**src/rtl/spi_mstr_param.sv**
```systemverilog
// spi_mstr_param: parametrised SPI master (SCLK idles high, MOSI changes on
// SCLK fall, MISO sampled on SCLK rise). Shifts out a WIDTH-bit command and
// captures a WIDTH-bit response on one of NUM_SS active-low slave selects.
//
// Ports:
//   clk, rst_n   system clock (posedge), asynchronous active-low reset
//   wrt          start pulse, accepted only while busy=0
//   cmd          command word, loaded on accepted wrt
//   ss_sel       slave index, latched on accepted wrt (out of range -> slave 0)
//   lsb_first    bit order, latched on accepted wrt (1 = LSB first)
//   MISO         serial data from slave
//   SS_n         active-low slave selects, at most one low
//   SCLK         serial clock, MSB of the DIV_BITS-bit divider
//   MOSI         serial data to slave
//   busy         transfer in progress
//   done         set at transfer end, cleared on next accepted wrt
//   rd_data      received word, assembled in the latched bit order
module spi_mstr_param #(
  parameter int unsigned WIDTH    = 16,
  parameter int unsigned DIV_BITS = 5,
  parameter int unsigned NUM_SS   = 1
) (
  input  logic              clk,
  input  logic              rst_n,
  input  logic              wrt,
  input  logic [WIDTH-1:0]  cmd,
  input  logic [2:0]        ss_sel,
  input  logic              lsb_first,
  input  logic              MISO,
  output logic [NUM_SS-1:0] SS_n,
  output logic              SCLK,
  output logic              MOSI,
  output logic              busy,
  output logic              done,
  output logic [WIDTH-1:0]  rd_data
);

  localparam int unsigned CNT_W = $clog2(WIDTH);
  // Divider preload: SCLK high, first fall lands 2^(DIV_BITS-2)+1 cycles after select.
  localparam logic [DIV_BITS-1:0] PRE =
    DIV_BITS'((1 << (DIV_BITS - 1)) + (1 << (DIV_BITS - 2)) - 1);
  localparam logic [DIV_BITS-1:0] RISE_PT = DIV_BITS'((1 << (DIV_BITS - 1)) - 1);
  localparam logic [DIV_BITS-1:0] FALL_PT = '1;
  localparam logic [CNT_W-1:0]    LAST_GO = CNT_W'(WIDTH - 2);

  typedef enum logic [1:0] {IDLE, FRONT, GO, BACK} state_t;

  state_t               state, state_nxt;
  logic [DIV_BITS-1:0]  sclk_cnt;
  logic [CNT_W-1:0]     bit_cnt;
  logic [WIDTH-1:0]     shft;
  logic                 miso_q;
  logic                 lsb_q;

  logic                 load_c, smp_c, shift_c, end_c;
  logic                 rise_c, fall_c;
  logic [2:0]           sel_eff_c;
  logic [NUM_SS-1:0]    ss_init_c;
  logic [WIDTH-1:0]     cmd_rev_c;

  // Edge points of the divider: next clk edge makes SCLK rise / fall.
  assign rise_c = (sclk_cnt == RISE_PT);
  assign fall_c = (sclk_cnt == FALL_PT);

  // LSB-first commands are loaded bit-reversed so MOSI is always the register MSB.
  assign MOSI = shft[WIDTH-1];
  assign SCLK = sclk_cnt[DIV_BITS-1];

  // Slave select decode with out-of-range fallback to slave 0.
  always_comb begin
    sel_eff_c = (32'(ss_sel) < NUM_SS) ? ss_sel : 3'd0;
    ss_init_c = '1;
    for (int unsigned i = 0; i < NUM_SS; i++) begin
      ss_init_c[i] = (32'(sel_eff_c) != i);
    end
  end

  // Bit reversal of cmd for LSB-first loading.
  always_comb begin
    cmd_rev_c = '0;
    for (int unsigned i = 0; i < WIDTH; i++) begin
      cmd_rev_c[i] = cmd[WIDTH-1-i];
    end
  end

  // State register.
  always_ff @(posedge clk or negedge rst_n) begin
    if (!rst_n) state <= IDLE;
    else        state <= state_nxt;
  end

  // Next-state and datapath strobes.
  always_comb begin
    state_nxt = state;
    load_c    = 1'b0;
    smp_c     = 1'b0;
    shift_c   = 1'b0;
    end_c     = 1'b0;
    case (state)
      IDLE: begin
        if (wrt) begin
          load_c    = 1'b1;
          state_nxt = FRONT;
        end
      end
      FRONT: begin
        if (fall_c) state_nxt = GO;
      end
      GO: begin
        smp_c = rise_c;
        if (fall_c) begin
          shift_c = 1'b1;
          if (bit_cnt == LAST_GO) state_nxt = BACK;
        end
      end
      BACK: begin
        smp_c = rise_c;
        if (fall_c) begin
          shift_c   = 1'b1;
          end_c     = 1'b1;
          state_nxt = IDLE;
        end
      end
      default: state_nxt = IDLE;
    endcase
  end

  // Divider, shift registers and registered outputs.
  always_ff @(posedge clk or negedge rst_n) begin
    if (!rst_n) begin
      sclk_cnt <= PRE;
      bit_cnt  <= '0;
      shft     <= '0;
      miso_q   <= 1'b0;
      lsb_q    <= 1'b0;
      SS_n     <= '1;
      busy     <= 1'b0;
      done     <= 1'b0;
      rd_data  <= '0;
    end else begin
      // Divider held at PRE whenever no slave is selected.
      if (state == IDLE || end_c) sclk_cnt <= PRE;
      else                        sclk_cnt <= sclk_cnt + 1'b1;

      if (load_c) begin
        shft    <= lsb_first ? cmd_rev_c : cmd;
        lsb_q   <= lsb_first;
        SS_n    <= ss_init_c;
        busy    <= 1'b1;
        done    <= 1'b0;
        bit_cnt <= '0;
      end

      if (smp_c) miso_q <= MISO;

      if (shift_c) begin
        shft    <= {shft[WIDTH-2:0], miso_q};
        rd_data <= lsb_q ? {miso_q, rd_data[WIDTH-1:1]} : {rd_data[WIDTH-2:0], miso_q};
        bit_cnt <= bit_cnt + 1'b1;
      end

      if (end_c) begin
        SS_n <= '1;
        busy <= 1'b0;
        done <= 1'b1;
      end
    end
  end

endmodule

```
**config.mk**
```make
export PLATFORM = sky130hd
export DESIGN_NAME = spi_mstr_param
export DESIGN_NICKNAME = d
export VERILOG_FILES = /design/src/rtl/spi_mstr_param.sv
export SDC_FILE = /design/constraint.sdc
export NUM_CORES = 1
export LEC_CHECK = 0
export BUFFER_PORTS_ARGS = -buffer_cell sky130_fd_sc_hd__buf_2
export CORE_UTILIZATION = 25
export CTS_CLUSTER_SIZE = 14
export DETAILED_ROUTE_END_ITERATION = 16
export PLACE_DENSITY_LB_ADDON = 0.1
export SKIP_LAST_GASP = 1
export SYNTH_ARGS = -nofsm -noshare
export SYNTH_HDL_FRONTEND = slang
export SYNTH_SLANG_ARGS = --single-unit
```
**constraint.sdc**
```tcl
create_clock -name clk -period 2 [get_ports clk]
set_clock_uncertainty 0.05 [all_clocks]
set_input_delay 0.4 -clock clk [delete_from_list [all_inputs] [get_ports clk]]
set_output_delay 0.4 -clock clk [all_outputs]
set_load 0.02 [all_outputs]
```
==> flow_summary.yaml, run 1 <==
run_status:
  status: "finished, final reports clean"
floorplan:
  die_x_um: 101
  die-area_sq_mm: 0.0102
  die_y_um: 101
  fp.coreArea_sq_mm: 0.00937
  rows: 35
  ios: 45
  initial_core_util: 0.262
worst_setup_path:
  crit_buf_inv: 2
  r2r_end: "state[0]$_DFFE_PN0P_"
  cp-end-kind: "flip-flop"
  crit_chain: "ha_4, and3_4, ha_4, inv_1, a221oi_2, buf_4, mux2i_2"
  cp.arrival_ns: 2.06
  cp_slowest_stage_delay_ns: 0.58
  critPathMaxFanout: 3
  cp-start-kind: "flip-flop"
  cpMaxStageDelayCell: "dfstp_2"
  rrSetupSlack_ns: 0.10
  reg2regPathDepth: 7
  required_ns: 2.16
  crit_family: "flip-flops"
  r2r_start: "sclk_cnt[0]$_DFF_PN1_"
  cpMostUsedCell: "ha_4"
  crit_type: "reg -> reg"
logic_synthesis:
  yosysTopAreaCell: "dfrtp_1"
  syn_area_sq_mm: 0.00245
  synth.avg_cell_area_sq_um: 10.9
  synthTopCellsByArea: "dfrtp_1, mux2i_1, mux2_2, o21ai_0, nand2_1"
  synth-seq-cells: 48
  synth_common_cells: "dfrtp_1, nand2_1, o21ai_0"
  yosysWarnings: 0
  synth_nets: 260
  async_reset_ff_frac: 1.00
  synth.top_cell.area_share: 0.438
  yosysMostFrequentCell: "dfrtp_1"
  synthFlopType: "dfrtp_1"
  synth_edf_count: 0
  yosysSeqAreaShare: 0.492
  netlist_instances: 226
  ys_types: 26
layout:
  fillers: 1014
  insertedDiodeCount: 0
  syn_to_final_growth_pct: 22.3
  layout-drive-gt1-share: 0.336
  instances_no_fill: 403
  fin_nets: 307
power:
  cellLeakagePower_uw: 0.00123
  powerDensity_mw_per_mm2: 546
  ir_drop_mv: 0.223
routing:
  num_vias: 1714
  wl_um: 5140
  dr.pass1.iters: 4
  drt_iter0_drc: 46
  antenna_left: 0
  wl_per_cell_um: 12.8
  viasPerCell: 4.25
  drc: 0
sta:
  setup_tns_ns: 0
  min_period_over_period: 0.949
  tightest_slew_ns: 0.431
  period_minus_slack_ns: 1.90
  slew_viol_final: 0
  slew_headroom: 0.713
  rsz0062_at_grt: "false"
  finalSetupViolCount: 0
  fmax_mhz: 527
  hold_viol: 0
grt:
  grt_pass1_vias: 1706
  grt.total_usage: 0.109
  grt_max_degree: 49
  grt_pass1_wl_um: 8670
  antenna_found_initial: 0
  gr-total-overflow: 0
clocking:
  root_buffer: "clkbuf_8"
  tritoncts: "built"
  clk_path_buf_depth: 2
  cts.sinks: 48
  numCtsBuffers: 5
  htree_levels: 2
  clk_pin_slew_ns: 0.09
  ctsHoldBuffers: 0
  clk_latency_ns: 0.30
placed_design:
  dp.cells: 393
  port_buffers: 41
  routabilityCongestion: 0.714
  hpwl_um: 3460
run:
  drv_cap: 0
min_path:
  hold_class: "in -> async"
## stage by stage
step / hold WS (ns) / total power [uW] / worst slack, ns / area, sq um / utilization
after global routing: 0.0389 / 1740 / 0.00208 / 3000 / 0.320
after detailed placement: 0.373 / 1080 / 0.0320 / 2860 / 0.305
final: 0.0196 / 1640 / 0.102 / 3000 / 0.320
after floorplan: 0.0544 / 1030 / 0.0302 / 2450 / -
after CTS: 0.0315 / 1690 / 0.0206 / 2950 / 0.315
after global placement: 0.377 / 1080 / 0.0588 / 2860 / 0.305
## sequential cells by signal, summed over array words and instances (netlist names)
name,cells
SS_n,1
bit_cnt,4
busy,1
done,1
lsb_q,1
miso_q,1
rd_data,16
sclk_cnt,5
shft,16
state,2
## where the power goes
group          total [uW]  switching [uW]  leakage (uW)  internal, uW
combinational        86.0            43.1      0.000644          42.9
clock                 580             336     0.0000479           245
sequential            973            1.57      0.000541           971
total                1640             380       0.00123          1260
## worst max path at each step
stage	from	endpoint	cells after the start
2_1_floorplan	sclk_cnt[0]$_DFF_PN1_	state[1]$_DFFE_PN0P_	6
6_report	sclk_cnt[0]$_DFF_PN1_	state[0]$_DFFE_PN0P_	7
3_5_place_dp	sclk_cnt[0]$_DFF_PN1_	rd_data[5]$_DFFE_PN0P_	7
4_1_cts	sclk_cnt[0]$_DFF_PN1_	bit_cnt[3]$_DFFE_PN0P_	8
3_3_place_gp	sclk_cnt[0]$_DFF_PN1_	state[1]$_DFFE_PN0P_	6
5_1_grt	sclk_cnt[0]$_DFF_PN1_	state[0]$_DFFE_PN0P_	7
## placed cells by master, fill, tap and decap left out, drive strengths merged, types with 2 or more instances in the layout
master / netlist / layout
o21ai: 37 / 37
a22o: 2 / 2
nand3: 6 / 6
mux2i: 34 / 34
inv: 5 / 5
ha: 10 / 10
clkinv: 0 / 3
clkbuf: 4 / 5
nand2: 37 / 37
xnor2: 2 / 2
dfstp: 5 / 5
dfrtp: 43 / 43
and2: 2 / 2
buf: 9 / 53
mux2: 20 / 20
## cell type report
type	count	area, sq um	area share
Clock buffer	5	68.8	0.0229
Clock inverter	3	18.8	0.00625
Inverter	5	18.8	0.00625
Multi-Input combinational cell	160	1200	0.401
Sequential cell	48	1210	0.402
Tap cell	129	161	0.0538
Timing Repair Buffer	53	324	0.108
## repair_timing
action | CTS | global route
setup buffers | 0 | 2
resized for setup | 0 | 8
setup endpoints to repair | 0 | 28
## logic make-up (layout without fill, tap and decap cells)
| group | count (synthesis) | after routing | share of synthesized area |
|---|---|---|---|
| muxes | 54 | 54 | 0.230 |
| DFF | 48 | 48 | 0.492 |
| and+or+nand+nor | 50 | 50 | 0.0856 |
| buffers and inverters | 18 | 66 | 0.0331 |
| xor gates and xnor gates | 3 | 3 | 0.0107 |
| AOI/OAI and AO/OA | 43 | 43 | 0.0973 |
| adders and majority gates | 10 | 10 | 0.0510 |
## routing by layer
metal	track usage	vias up	wire length (um)
li1	-	875	-
met1	0.149	806	2550
met2	0.171	28	2330
met3	0.0229	5	200
met4	0.0368	0	55
met5	0	-	0
Note: power is estimated with default switching activity, not from simulation.
==> run 2: changes to the inputs <==
--- a/config.mk
+++ b/config.mk
@@ -5,6 +5,7 @@
 export SDC_FILE = /design/constraint.sdc
 export NUM_CORES = 1
 export LEC_CHECK = 0
+export ABC_AREA = 1
 export BUFFER_PORTS_ARGS = -buffer_cell sky130_fd_sc_hd__buf_2
 export CORE_UTILIZATION = 25
 export CTS_CLUSTER_SIZE = 14
==> run 2 against run 1 <==
Non-clock buffer count rose by 2. Area after synthesis rose by 6.5%. Via count rose by 28%.
==> flow_summary.yaml, run 2 <==
power:
  ir_drop_mv: 0.465
  cellLeakagePower_uw: 0.00167
  powerDensity_mw_per_mm2: 1290
logic_synthesis:
  synth.top_cell.area_share: 0.411
  synth_common_cells: "nand2_1, inv_1, o21ai_0"
  yosysWarnings: 0
  syn_area_sq_mm: 0.00262
  yosysTopAreaCell: "dfrtp_1"
  yosysMostFrequentCell: "nand2_1"
  synthTopCellsByArea: "dfrtp_1, nand2_1, o21ai_0, inv_1, dfstp_2"
  synthFlopType: "dfrtp_1"
  synth.avg_cell_area_sq_um: 7.45
  ys_types: 24
  synth-seq-cells: 48
  async_reset_ff_frac: 1.00
  synth_edf_count: 0
  synth_nets: 385
  netlist_instances: 351
  yosysSeqAreaShare: 0.462
clocking:
  ctsHoldBuffers: 0
  clk_pin_slew_ns: 0.09
  cts.sinks: 48
  htree_levels: 2
  numCtsBuffers: 5
  tritoncts: "built"
  root_buffer: "clkbuf_8"
  clk_path_buf_depth: 2
  clk_latency_ns: 0.30
grt:
  grt_pass1_vias: 2029
  grt.total_usage: 0.113
  antenna_found_initial: 0
  grt_max_degree: 49
  grt_pass1_wl_um: 9930
  gr-total-overflow: 0
worst_setup_path:
  crit_type: "reg -> reg"
  r2r_end: "shft[4]$_DFFE_PN0P_"
  crit_chain: "ha_2, nand2_2, nor2_4, ha_4, inv_2, nor2_4, buf_12, buf_12, nand2_1, nand3_1, nand2_1"
  required_ns: 2.14
  critPathMaxFanout: 6
  cp.arrival_ns: 2.03
  cpMaxStageDelayCell: "dfstp_2"
  cp-end-kind: "flip-flop"
  cp_slowest_stage_delay_ns: 0.55
  r2r_start: "sclk_cnt[0]$_DFF_PN1_"
  cp-start-kind: "flip-flop"
  rrSetupSlack_ns: 0.11
  reg2regPathDepth: 11
sta:
  min_period_over_period: 0.945
  finalSetupViolCount: 0
  hold_viol: 0
  period_minus_slack_ns: 1.89
  tightest_slew_ns: 0.369
  slew_viol_final: 0
  whs_ns: 0.0230
  fmax_mhz: 529
  slew_headroom: 0.754
layout:
  insertedDiodeCount: 0
  layout-drive-gt1-share: 0.195
  fin_nets: 432
  final_area_sq_mm: 0.00318
  final_cell_mix: "nand2_1, inv_1, o21ai_0"
  reg_top3: "rd_data (16), shft (16), sclk_cnt (5)"
  mostFrequentLayoutCell: "nand2_1"
  syn_to_final_growth_pct: 21.8
floorplan:
  die_y_um: 104
  die_x_um: 104
  die-area_sq_mm: 0.0109
  rows: 36
  initial_core_util: 0.263
  ios: 45
  fp.coreArea_sq_mm: 0.00995
placed_design:
  routabilityCongestion: 0.691
  hpwl_um: 4040
  post_dp_cell_area_sq_mm: 0.00300
  port_buffers: 41
run_status:
  status: "finished, final reports clean"
routing:
  m1WireLength_um: 3100
  maxUsedRoutingLayer: "met4"
  wl_met2_um: 2490
  num_vias: 2200
  antenna_left: 0
  viasPerCell: 4.14
  dr.pass1.iters: 4
  wl_met3_um: 208
  wl_per_cell_um: 11.0
  drt_iter0_drc: 103
  drc: 0
  wl_um: 5860
min_path:
  hold_class: "in -> async"
run:
  drv_cap: 0
## run 2: per-stage QoR
| stage | setup WS [ns] | power [uW] | setup TNS [ns] | util | instances |
|---|---|---|---|---|---|
| after detailed placement | -0.00236 | 3490 | -0.00236 | 0.301 | 520 |
| after floorplan | 0.172 | 2960 | 0 | - | 351 |
| after CTS | 0.0191 | 4120 | 0 | 0.310 | 528 |
| final | 0.110 | 4120 | 0 | 0.320 | 532 |
| after global placement | 0.0217 | 3470 | 0 | 0.301 | 520 |
| after global routing | -0.0119 | 4540 | -0.0180 | 0.320 | 532 |
## run 2: layer usage
layer | track usage | vias up
met2 | 0.173 | 30
met4 | 0.0306 | 0
met3 | 0.0269 | 6
met5 | 0 | -
li1 | - | 1179
met1 | 0.158 | 985
## run 2: worst max-delay path: cells and delay by family, from the launching register on
kind	cells	cell delay (ns)
and+or+nand+nor	6	0.54
adders and majority gates	2	0.35
DFF	1	0.55
buffers and inverters	3	0.29
## run 2: worst max-delay path by stage
stage                     depth (start not counted)                  start  slack, ns                   end
after global placement                           10  sclk_cnt[0]$_DFF_PN1_       0.02   shft[2]$_DFFE_PN0P_
after global routing                             11  sclk_cnt[0]$_DFF_PN1_      -0.01   shft[4]$_DFFE_PN0P_
after CTS                                        10  sclk_cnt[0]$_DFF_PN1_       0.02   shft[4]$_DFFE_PN0P_
after detailed placement                         10  sclk_cnt[0]$_DFF_PN1_     -0.002   shft[4]$_DFFE_PN0P_
after floorplan                                  10  sclk_cnt[0]$_DFF_PN1_       0.17  shft[10]$_DFFE_PN0P_
final                                            11  sclk_cnt[0]$_DFF_PN1_       0.11   shft[4]$_DFFE_PN0P_
## run 2: power breakdown
part	total [uW]	switching [uW]	internal, uW
Clock	598	316	283
Sequential	1640	240	1400
Combinational	1880	1180	700
Total	4120	1740	2380
## run 2: what timing repair did
| item | in CTS | in global routing |
|---|---|---|
| setup endpoints to repair | 7 | 31 |
| gates resized for setup | 1 | 9 |
| gates cloned | 0 | 1 |
| buffers inserted | 0 | 3 |
| pin swaps | 1 | 3 |
| hold endpoints to repair | 0 | 0 |
## run 2: area by class of cell
class	instances	area (sq um)
tap	133	166
sequential	48	1210
fill	1085	6770
inverter	49	186
multi-input combinational	239	1140
timing repair buffer	55	389
clock buffer	8	90.1
## run 2: cells by family after synthesis
logic type	synth area share
AO/OA/AOI/OAI	0.111
XOR/XNOR	0.00335
adder cells (fa/ha/maj)	0.0478
buffers and inverters	0.110
flip-flops	0.462
AND/OR/NAND/NOR	0.266
